--- src/rtl/pipe_scoreboard_if.sv ---
// Issue/decode handshake between the ID stage and the register scoreboard.
// The master drives the issue and source fields; the slave returns the hazard decision and status.
interface pipe_scoreboard_if #(
  parameter int REG_ADDR_W = 5,
  parameter int LAT_W      = 3,
  parameter int PERF_W     = 16
);
  logic                  issue_valid_i;
  logic                  issue_we_i;
  logic [REG_ADDR_W-1:0] issue_rd_i;
  logic [LAT_W-1:0]      issue_lat_i;
  logic [REG_ADDR_W-1:0] id_rs1_i;
  logic [REG_ADDR_W-1:0] id_rs2_i;
  logic                  id_rs1_used_i;
  logic                  id_rs2_used_i;
  logic                  flush_i;
  logic                  stall_o;
  logic                  PCWrite_o;
  logic                  IF_ID_Write_o;
  logic                  issue_ok_o;
  logic [REG_ADDR_W:0]   busy_cnt_o;
  logic [PERF_W-1:0]     stall_cnt_o;

  modport master (
    output issue_valid_i, issue_we_i, issue_rd_i, issue_lat_i,
           id_rs1_i, id_rs2_i, id_rs1_used_i, id_rs2_used_i, flush_i,
    input  stall_o, PCWrite_o, IF_ID_Write_o, issue_ok_o, busy_cnt_o, stall_cnt_o
  );

  modport slave (
    input  issue_valid_i, issue_we_i, issue_rd_i, issue_lat_i,
           id_rs1_i, id_rs2_i, id_rs1_used_i, id_rs2_used_i, flush_i,
    output stall_o, PCWrite_o, IF_ID_Write_o, issue_ok_o, busy_cnt_o, stall_cnt_o
  );
endinterface

--- src/rtl/pipe_scoreboard.sv ---
// Per-register latency scoreboard: detects RAW/WAW hazards for the ID instruction,
// stalls issue until results are forwardable, and counts stalled cycles.
module pipe_scoreboard #(
  parameter int REG_ADDR_W = 5,
  parameter int LAT_W      = 3,
  parameter int PERF_W     = 16
) (
  input  logic                 clk_i,
  input  logic                 rst_i,
  pipe_scoreboard_if.slave     sb
);

  localparam int NUM_REGS = 2 ** REG_ADDR_W;

  logic [LAT_W-1:0]      r_cnt [NUM_REGS];
  logic [PERF_W-1:0]     r_stall_cnt;

  logic [NUM_REGS-1:0]   w_busy;
  logic [REG_ADDR_W:0]   w_busy_cnt;
  logic                  w_raw;
  logic                  w_waw;
  logic                  w_stall;
  logic                  w_issue_ok;
  logic                  w_load;

  // NOTE: every always_comb output gets a default first so no path can infer a latch.
  always_comb begin
    w_busy     = '0;
    w_busy_cnt = '0;
    for (int i = 0; i < NUM_REGS; i++) begin
      w_busy[i]  = (r_cnt[i] != '0);
      w_busy_cnt = w_busy_cnt + (REG_ADDR_W+1)'(w_busy[i]);
    end
  end

  // Hazards use pre-edge state, so an entry loaded this cycle is seen only from the next one.
  always_comb begin
    w_raw      = (sb.id_rs1_used_i && w_busy[sb.id_rs1_i]) ||
                 (sb.id_rs2_used_i && w_busy[sb.id_rs2_i]);
    w_waw      = sb.issue_we_i && (sb.issue_rd_i != '0) &&
                 (r_cnt[sb.issue_rd_i] > sb.issue_lat_i);
    w_stall    = !rst_i && sb.issue_valid_i && !sb.flush_i && (w_raw || w_waw);
    w_issue_ok = sb.issue_valid_i && !sb.flush_i && !w_stall;
    w_load     = w_issue_ok && sb.issue_we_i && (sb.issue_rd_i != '0);
  end

  // NOTE: sequential state uses non-blocking assignments only, so every register samples pre-edge values.
  always_ff @(posedge clk_i or posedge rst_i) begin
    if (rst_i) begin
      // NOTE: the counter array is a small register file that must be cleared on reset,
      // because stale entries would raise false hazards on the first issue.
      for (int i = 0; i < NUM_REGS; i++) begin
        r_cnt[i] <= '0;
      end
    end else begin
      for (int i = 0; i < NUM_REGS; i++) begin
        if (i == 0) begin
          r_cnt[i] <= '0;
        end else if (w_load && (sb.issue_rd_i == REG_ADDR_W'(i))) begin
          r_cnt[i] <= sb.issue_lat_i;
        end else if (r_cnt[i] != '0) begin
          r_cnt[i] <= r_cnt[i] - 1'b1;
        end
      end
    end
  end

  always_ff @(posedge clk_i or posedge rst_i) begin
    if (rst_i) begin
      r_stall_cnt <= '0;
    end else if (w_stall && (r_stall_cnt != '1)) begin
      r_stall_cnt <= r_stall_cnt + 1'b1;
    end
  end

  assign sb.stall_o       = w_stall;
  assign sb.PCWrite_o     = !w_stall;
  assign sb.IF_ID_Write_o = !w_stall;
  assign sb.issue_ok_o    = w_issue_ok;
  assign sb.busy_cnt_o    = w_busy_cnt;
  assign sb.stall_cnt_o   = r_stall_cnt;

endmodule
--- src/flat_wrapper.sv ---
// flat-port wrapper written by rule: the top's interface ports become plain ports
module pipe_scoreboard_flat 
#(
  parameter int REG_ADDR_W = 5,
  parameter int LAT_W      = 3,
  parameter int PERF_W     = 16
)
  (clk_i, rst_i, sb_issue_valid_i, sb_issue_we_i, sb_issue_rd_i, sb_issue_lat_i, sb_id_rs1_i, sb_id_rs2_i, sb_id_rs1_used_i, sb_id_rs2_used_i, sb_flush_i, sb_stall_o, sb_PCWrite_o, sb_IF_ID_Write_o, sb_issue_ok_o, sb_busy_cnt_o, sb_stall_cnt_o);
  pipe_scoreboard_if #(.REG_ADDR_W(REG_ADDR_W), .LAT_W(LAT_W), .PERF_W(PERF_W)) sb_i ();
  input  logic clk_i;
  input  logic rst_i;
  input wire logic [$bits(sb_i.issue_valid_i)-1:0] sb_issue_valid_i;
  input wire logic [$bits(sb_i.issue_we_i)-1:0] sb_issue_we_i;
  input wire logic [$bits(sb_i.issue_rd_i)-1:0] sb_issue_rd_i;
  input wire logic [$bits(sb_i.issue_lat_i)-1:0] sb_issue_lat_i;
  input wire logic [$bits(sb_i.id_rs1_i)-1:0] sb_id_rs1_i;
  input wire logic [$bits(sb_i.id_rs2_i)-1:0] sb_id_rs2_i;
  input wire logic [$bits(sb_i.id_rs1_used_i)-1:0] sb_id_rs1_used_i;
  input wire logic [$bits(sb_i.id_rs2_used_i)-1:0] sb_id_rs2_used_i;
  input wire logic [$bits(sb_i.flush_i)-1:0] sb_flush_i;
  output wire logic [$bits(sb_i.stall_o)-1:0] sb_stall_o;
  output wire logic [$bits(sb_i.PCWrite_o)-1:0] sb_PCWrite_o;
  output wire logic [$bits(sb_i.IF_ID_Write_o)-1:0] sb_IF_ID_Write_o;
  output wire logic [$bits(sb_i.issue_ok_o)-1:0] sb_issue_ok_o;
  output wire logic [$bits(sb_i.busy_cnt_o)-1:0] sb_busy_cnt_o;
  output wire logic [$bits(sb_i.stall_cnt_o)-1:0] sb_stall_cnt_o;
  assign sb_i.issue_valid_i = sb_issue_valid_i;
  assign sb_i.issue_we_i = sb_issue_we_i;
  assign sb_i.issue_rd_i = sb_issue_rd_i;
  assign sb_i.issue_lat_i = sb_issue_lat_i;
  assign sb_i.id_rs1_i = sb_id_rs1_i;
  assign sb_i.id_rs2_i = sb_id_rs2_i;
  assign sb_i.id_rs1_used_i = sb_id_rs1_used_i;
  assign sb_i.id_rs2_used_i = sb_id_rs2_used_i;
  assign sb_i.flush_i = sb_flush_i;
  assign sb_stall_o = sb_i.stall_o;
  assign sb_PCWrite_o = sb_i.PCWrite_o;
  assign sb_IF_ID_Write_o = sb_i.IF_ID_Write_o;
  assign sb_issue_ok_o = sb_i.issue_ok_o;
  assign sb_busy_cnt_o = sb_i.busy_cnt_o;
  assign sb_stall_cnt_o = sb_i.stall_cnt_o;
  pipe_scoreboard #(.REG_ADDR_W(REG_ADDR_W), .LAT_W(LAT_W), .PERF_W(PERF_W)) u_core (.clk_i(clk_i), .rst_i(rst_i), .sb(sb_i));
endmodule
--- config.mk ---
export PLATFORM = sky130hd
export DESIGN_NAME = pipe_scoreboard_flat
export DESIGN_NICKNAME = d
export VERILOG_FILES = /design/src/rtl/pipe_scoreboard_if.sv /design/src/rtl/pipe_scoreboard.sv /design/src/flat_wrapper.sv
export SDC_FILE = /design/constraint.sdc
export NUM_CORES = 1
export LEC_CHECK = 0
export ABC_AREA = 1
export CORE_MARGIN = 2
export CORE_UTILIZATION = 51
export DETAILED_ROUTE_END_ITERATION = 10
export PLACE_DENSITY = 0.73
export SETUP_SLACK_MARGIN = 0.3
export SLEW_MARGIN = 15
export SYNTH_ARGS = -nofsm -noshare
export SYNTH_HDL_FRONTEND = slang
export SYNTH_SLANG_ARGS = --single-unit
--- constraint.sdc ---
create_clock -name clk_i -period 8.75 [get_ports clk_i]
set_input_delay 1.3125 -clock clk_i [delete_from_list [all_inputs] [get_ports clk_i]]
set_output_delay 1.3125 -clock clk_i [all_outputs]
set_load 0.05 [all_outputs]
# Yosys cells after proc, flatten, opt, wreduce, memory -nomap -nowiden
# Index checks and enable logic that the tools add are counted.
[word_totals]
reg_bits = 109
inputBits = 25
wordCells = 311
[classes]
addsub = 62
n_lt_le_gt_ge = 4
eq_ne = 32
mux = 69
bitwise_logic = 1
n_reduce_logical = 111
[ops]
columns = ["cell", "count"]
rows = [
  ["$mux W3", 64],
  ["$add A6 B1 Y6", 29],
  ["$reduce_bool A3 Y1", 31],
  ["$sub A3 B1 Y3 const B", 31],
  ["$eq A5 B5 Y1 const B", 16],
  ["$reduce_bool A2 Y1", 31],
  ["$logic_and A1 B1 Y1", 43],
  ["$eq A5 B4 Y1 const B", 8],
  ["$eq A5 B3 Y1 const B", 4],
  ["$add A16 B1 Y16 const B", 1],
  ["$ne A16 B16 Y1 const B", 1],
  ["$bmux W3 S5", 1],
  ["$lt A5 B6 Y1 const B", 2],
  ["$bmux W1 S5", 2],
  ["$eq A5 B2 Y1 const B", 2],
  ["$ge A6 B6 Y1 const B", 1],
  ["$not A5 Y6", 1],
  ["$eq A5 B1 Y1 const B", 1],
  ["$reduce_bool A5 Y1", 1],
  ["$gt A3 B3 Y1", 1],
  ["$logic_not A1 Y1", 3],
  ["$add A1 B1 Y2", 1],
  ["$logic_or A1 B1 Y1", 2],
  ["$mux W1", 2],
]

# Depth between registers and ports, before layout
# Gate-level depths: netlist of run 1.
[logic_depth]
ltp_word = 31
depth_mapped = 21

# Worst setup path before layout of run 1
# No wires, ideal clock.
[synth_path]
path_type = "flip-flop to output port"
startpoint = "reg u_core.r_cnt[87] in the netlist's numbering"
endpoint = "out sb_busy_cnt_o[3]"
arrival_time_ns = 5.597
required_ns = 7.438
setup_slack_ns = 1.840
path_stages_with_launch = 19
path_cell_list = "dfrtp_1 inv_1 ha_1 ha_1 inv_1 ha_1 fa_1 fa_1 fa_1 fa_1 fa_1 inv_1 fa_1 inv_1 ha_1 a21oi_1 inv_1 a31oi_1 xor2_1"
[synth_between]
elab_chain_cells = 31
[synth_lines]
columns = ["element", "line", "rtl"]
rows = [
  ["start: declaration", "pipe_scoreboard.sv:15", "logic [LAT_W-1:0] r_cnt [NUM_REGS];"],
  ["start signal: indexed assignment", "pipe_scoreboard.sv:60", "r_cnt[i] <= sb.issue_lat_i;"],
  ["start signal: indexed assignment", "pipe_scoreboard.sv:62", "r_cnt[i] <= r_cnt[i] - 1'b1;"],
  ["$reduce_bool A3 Y1", "pipe_scoreboard.sv:31", "w_busy[i] = (r_cnt[i] != '0);"],
  ["$add A1 B1 Y2", "pipe_scoreboard.sv:32", "w_busy_cnt = w_busy_cnt + (REG_ADDR_W+1)'(w_busy[i]);"],
  ["$add A6 B1 Y6 (29 in series)", "pipe_scoreboard.sv:32", ""],
  ["end: declaration", "flat_wrapper.sv:25", "output wire logic [$bits(sb_i.busy_cnt_o)-1:0] sb_busy_cnt_o;"],
]
# Every way passes these cells.

# Final worst setup path of run 1
[layout_path]
startpoint = "reg u_core.r_cnt[87] in the netlist's numbering"
endpoint = "out sb_busy_cnt_o[4]"
# Same word-level chain as after synthesis.

==> results of run 1 <==
per-layer routing:
metal  track usage (%)  vias to the layer above  wire length, µm
met3              5.97                       70             2270
li1                  -                     4148                -
met1              39.1                     4044            12000
met2              43.5                      388            12100
met4              10.9                        0             1070
met5                 0                        -                0
kinds of logic (layout without fill, tap and decap cells):
group	count (synthesis)	in the layout	share of synthesized area, %
DFF	109	109	28.3
buffers and inverters	229	264	10.7
AOI/OAI and AO/OA	180	180	10.9
adders and majority gates	98	98	14.5
xor gates and xnor gates	55	55	5.00
and+or+nand+nor	555	555	30.7
flip-flops by register name (all words and copies together) (netlist names):
name / flops
u_core.sb.stall_cnt_o: 16
u_core.r_cnt: 93
synthesized netlist by cell type (5+ instances only):
| master | number |
|---|---|
| nand2_1 | 215 |
| inv_1 | 176 |
| nand3_1 | 143 |
| nor2_1 | 110 |
| dfrtp_1 | 109 |
| ha_1 | 75 |
| a21oi_1 | 51 |
| xor2_1 | 48 |
| o21ai_0 | 33 |
| o22ai_1 | 33 |
| o21ai_1 | 31 |
| nand4_1 | 30 |
| nand4_4 | 29 |
| fa_1 | 23 |
| clkbuf_1 | 18 |
| buf_4 | 10 |
| a21o_1 | 9 |
| buf_6 | 9 |
| nor3_1 | 9 |
| xnor2_1 | 7 |
| a221oi_1 | 5 |
area by class of cell:
cell class / count / area share, %
Multi-Input combinational cell: 888 / 55.9
Sequential cell: 109 / 25.9
Inverter: 183 / 6.64
Timing Repair Buffer: 65 / 5.81
Tap cell: 234 / 2.78
Clock buffer: 10 / 2.27
Clock inverter: 6 / 0.771
tightest hold or removal path: stages (launching register included):
cell,delay [ns]
dfrtp_1,0.35
nand3_1,0.07
nand3_1,0.06
final timing paths:
path                                   from                to  slack, ns  cells after the start
max                        u_core.r_cnt[87]  sb_busy_cnt_o[4]       0.93                     19
min                        u_core.r_cnt[91]  u_core.r_cnt[91]       0.51                      2
max reg2reg                 u_core.r_cnt[2]  u_core.r_cnt[46]       4.54                     16
min reg2reg                u_core.r_cnt[91]  u_core.r_cnt[91]       0.51                      2
max in group asynchronous             rst_i  u_core.r_cnt[71]       6.01                      3
min in group asynchronous             rst_i  u_core.r_cnt[50]       1.40                      2
stage by stage:
step | hold WS, ns | instances | setup slack, ns
2_1_floorplan | 0.478 | 1226 | 1.84
3_3_place_gp | 0.493 | 1479 | 1.40
3_5_place_dp | 0.498 | 1479 | 1.35
4_1_cts | 0.515 | 1495 | 0.937
5_1_grt | 0.544 | 1495 | 0.638
6_report | 0.511 | 1495 | 0.934
==> impl_metrics.ini, run 1 <==
[finish]
areaGrowthSynthToFinish_pct = 9.40
antenna_cells = 0
multi_input_area_um2 = 5890
utilization_pct = 56.6
fin_nets = 1379
ff_latch_area_um2 = 2730
final_cell_mix = 215 x nand2_1, 174 x inv_1, 143 x nand3_1, 109 x nor2_1, 109 x dfrtp_1
fin_area_um2 = 10500
nFillCells = 1715
layout_commonest_cell = nand2_1
drive_gt1_share_pct = 6.98

[cts]
holdBufCountCts = 0
cts_tree = yes
h-tree-depth = 3
clk_latency_ns = 0.38
clockRootBuffer = clkbuf_16
cts_num_sinks = 109
clk_pin_slew_ns = 0.08
cts_buffer_depth = 2
cts-buffers-inserted = 9
cts_setup_buffers = 0
ctsResizeCount = 0

[yosys]
synthTopCellsByArea = dfrtp_1 28%, ha_1 9.7%, nand2_1 8.4%, nand3_1 7.4%, inv_1 6.9%
async_flop_share_pct = 100
syn-cell-area_um2 = 9640
yosys.area.top_type = dfrtp_1
syn_nets = 1349
synth_flop_cell = dfrtp_1
synth_edf_count = 0
yosysTopAreaCellShare_pct = 28.3
synth_cell_types = 44
seq_area_frac_synth_pct = 28.3
syn-mean-instance-area_um2 = 7.86
synthCells = 1226
ys_warn_count = 0
synth_seq_cells = 109

[critical_path]
start_kind = flip-flop
worstSetupPathType = reg2out
worst_path_largest_cell_delay_ns = 0.81
critPathSlowestCell = clkdlybuf4s50_1
crit_required_ns = 7.44
crit_path_max_fanout = 6
worstPathCellList = inv_1 > ha_1 > ha_1 > inv_1 > ha_1 > fa_1 > fa_1 > fa_1 > fa_1 > fa_1 > inv_1 > fa_1 > inv_1 > fa_1 > a21oi_1 > nor2_1 > nor2_1 > xnor2_1 > clkdlybuf4s50_1
worstPathArrival_ns = 6.50
timing.critical_path.buf_inv = 5
crit_top_cell = fa_1
cp-end-kind = primary output
cp_top_family = adder cells

[global_route]
grt_usage_pct = 28.2
grt_overflow = 0
grt_pass1_vias = 8142
antenna_found_initial = 0
grt_max_degree = 66
grt_pass1_wl_um = 43800

[worst_hold_path]
hold_class = reg2reg

[sta]
drv_slew = 0
relSlewSlack_pct = 39.3
fin_crit_ns = 7.82
rsz0062_at_grt = false
worst_slew_pin_slew_ns = 0.911
setup_violations = 0
post-route-period-util_pct = 89.3
setup_tns_ns = 0
hold_viol = 0
fmax_mhz = 128
finClkSkew_ns = 0.0149

[floorplanning]
die-area_um2 = 20000
initial_core_util_pct = 51.7
design.core.area_um2 = 18600
die_w_um = 141
die_h_um = 141
rows = 50
io_pins = 51

[routing]
wl_per_cell_um = 18.4
remaining_drc_errors = 0
drtPass1Iterations = 5
num_vias = 8650
drtIter0Drc = 949
wl_um = 27400
viasPerCell = 5.79
antenna_left = 0

[placed_design]
gp_congestion = 0.978
numPortBuffers = 50
dp_hpwl_um = 19800
placed_cell_area_um2 = 10200

[status]
status = finished clean

[job]
maxCapViolations = 0
Power of run 1 is left out: the tool's default activity adds up to more than one toggle a clock period on the data nets, which glitch-free logic cannot reach.
==> inputs of run 2 (changes only) <==
--- a/config.mk
+++ b/config.mk
@@ -10,5 +10,5 @@
 export CORE_UTILIZATION = 51
 export DETAILED_ROUTE_END_ITERATION = 10
-export PLACE_DENSITY = 0.73
+export PLACE_DENSITY = 0.68
 export SETUP_SLACK_MARGIN = 0.3
 export SLEW_MARGIN = 15
==> constraint.sdc (replaced) <==
create_clock -name clk_i -period 8.75 [get_ports clk_i]
set_input_delay 1.3125 -clock clk_i [delete_from_list [all_inputs] [get_ports clk_i]]
set_output_delay 1.3125 -clock clk_i [all_outputs]
set_load 0.01 [all_outputs]
==> impl_metrics.ini, run 2 (synthesized netlist as in run 1, its figures left out) <==
[cts]
clk_latency_ns = 0.37
cts-buffers-inserted = 9
ctsResizeCount = 0
clk_pin_slew_ns = 0.08
h-tree-depth = 3
cts_buffer_depth = 2
cts_setup_buffers = 0
holdBufCountCts = 0
cts_num_sinks = 109
cts_tree = yes
clockRootBuffer = clkbuf_16

[floorplanning]
initial_core_util_pct = 51.7
die-area_um2 = 20000
die_h_um = 141
design.core.area_um2 = 18600
rows = 50
die_w_um = 141
io_pins = 51

[finish]
largest_reg_flops = 93
top_register = u_core.r_cnt
ff_latch_area_um2 = 2730
drive_gt1_share_pct = 6.76
final_cell_mix = 215 x nand2_1, 174 x inv_1, 143 x nand3_1, 109 x nor2_1, 109 x dfrtp_1
layout_commonest_cell = nand2_1
fin_nets = 1376
areaGrowthSynthToFinish_pct = 9.05
nFillCells = 1781
antenna_cells = 0
multi_input_area_um2 = 5890

[global_route]
grt_pass1_wl_um = 44500
antenna_found_initial = 0
grt_overflow = 0
grt_usage_pct = 28.8
grt_max_degree = 67
grt_pass1_vias = 8115

[sta]
worst_slew_pin_slew_ns = 0.939
fmax_mhz = 132
hold_viol = 0
post-route-period-util_pct = 86.8
setup_tns_ns = 0
finClkSkew_ns = 0.0179
drv_slew = 0
relSlewSlack_pct = 37.4
fin_crit_ns = 7.60
setup_violations = 0
rsz0062_at_grt = false

[routing]
wl_met3_um = 2450
wl_um = 27800
remaining_drc_errors = 0
num_vias = 8675
drtPass1Iterations = 6
met1_length_um = 12200
drtIter0Drc = 936
viasPerCell = 5.81
dr.max_layer_used = met4
antenna_left = 0
wl_met2_um = 12500
wl_per_cell_um = 18.7

[critical_path]
start_kind = flip-flop
worstSetupPathType = reg2out
crit_required_ns = 7.44
worstPathArrival_ns = 6.28
cp-startpoint = u_core.r_cnt[87]
crit_path_max_fanout = 6
cp-end-kind = primary output
r2r-start = u_core.r_cnt[35]

[placed_design]
gp_congestion = 0.935
numPortBuffers = 50
dp_hpwl_um = 20300

[status]
status = finished clean

[worst_hold_path]
hold_class = reg2reg
hp-start = u_core.r_cnt[37]

[job]
maxCapViolations = 0
-- run 2: cell types whose count changed in the layout (fill, tap and decap cells not counted), sizes merged --
cell and delta:
clkbuf -1, clkinv +3, buf -3, clkinvlp +1
inv -3
-- run 2: worst paths after layout --
path                       slack (ns)                         to  cells past startpoint
setup / recovery                 1.15           sb_busy_cnt_o[4]                     19
hold / removal                   0.51           u_core.r_cnt[37]                      2
setup reg to reg                 5.21           u_core.r_cnt[45]                     13
hold reg to reg                  0.51           u_core.r_cnt[37]                      2
max in group asynchronous        6.01            u_core.r_cnt[1]                      3
min in group asynchronous        1.40  u_core.sb.stall_cnt_o[13]                      2
-- run 2: area by class of cell --
cell class                      count  area share (%)
Inverter                          183            6.67
Sequential cell                   109            25.9
Clock buffer                        9            2.14
Tap cell                          234            2.79
Timing Repair Buffer               62            5.62
Clock inverter                      7           0.797
Multi-Input combinational cell    888            56.0
-- run 2: routing by layer --
metal | global-route usage (%) | vias up
li1 | - | 4140
met1 | 40.8 | 4080
met2 | 45.4 | 412
met3 | 4.99 | 43
met4 | 8.32 | 0
met5 | 0 | -
-- run 2: critical path: stages, from the launching register on --
cell             delay, ns
dfrtp_1               0.39
inv_1                 0.10
ha_1                  0.17
ha_1                  0.25
inv_1                 0.14
ha_1                  0.32
fa_1                  0.46
fa_1                  0.42
fa_1                  0.49
fa_1                  0.52
fa_1                  0.55
inv_1                 0.06
fa_1                  0.53
inv_1                 0.07
fa_1                  0.46
a21oi_1               0.17
nor2_1                0.05
nor2_1                0.11
xnor2_1               0.12
clkdlybuf4s50_1       0.54
-- run 2: stage by stage --
step	hold WS, ns	setup slack [ns]	util, %	cell area (µm²)	std cells
global placement	0.490	1.64	54.7	10200	1476
global route	0.540	0.872	56.4	10500	1492
CTS	0.514	1.14	56.4	10500	1492
detailed placement	0.497	1.56	54.7	10200	1476
floorplan	0.478	2.31	-	9640	1226
finish	0.511	1.15	56.4	10500	1492
Power of run 2 is left out for the same reason.
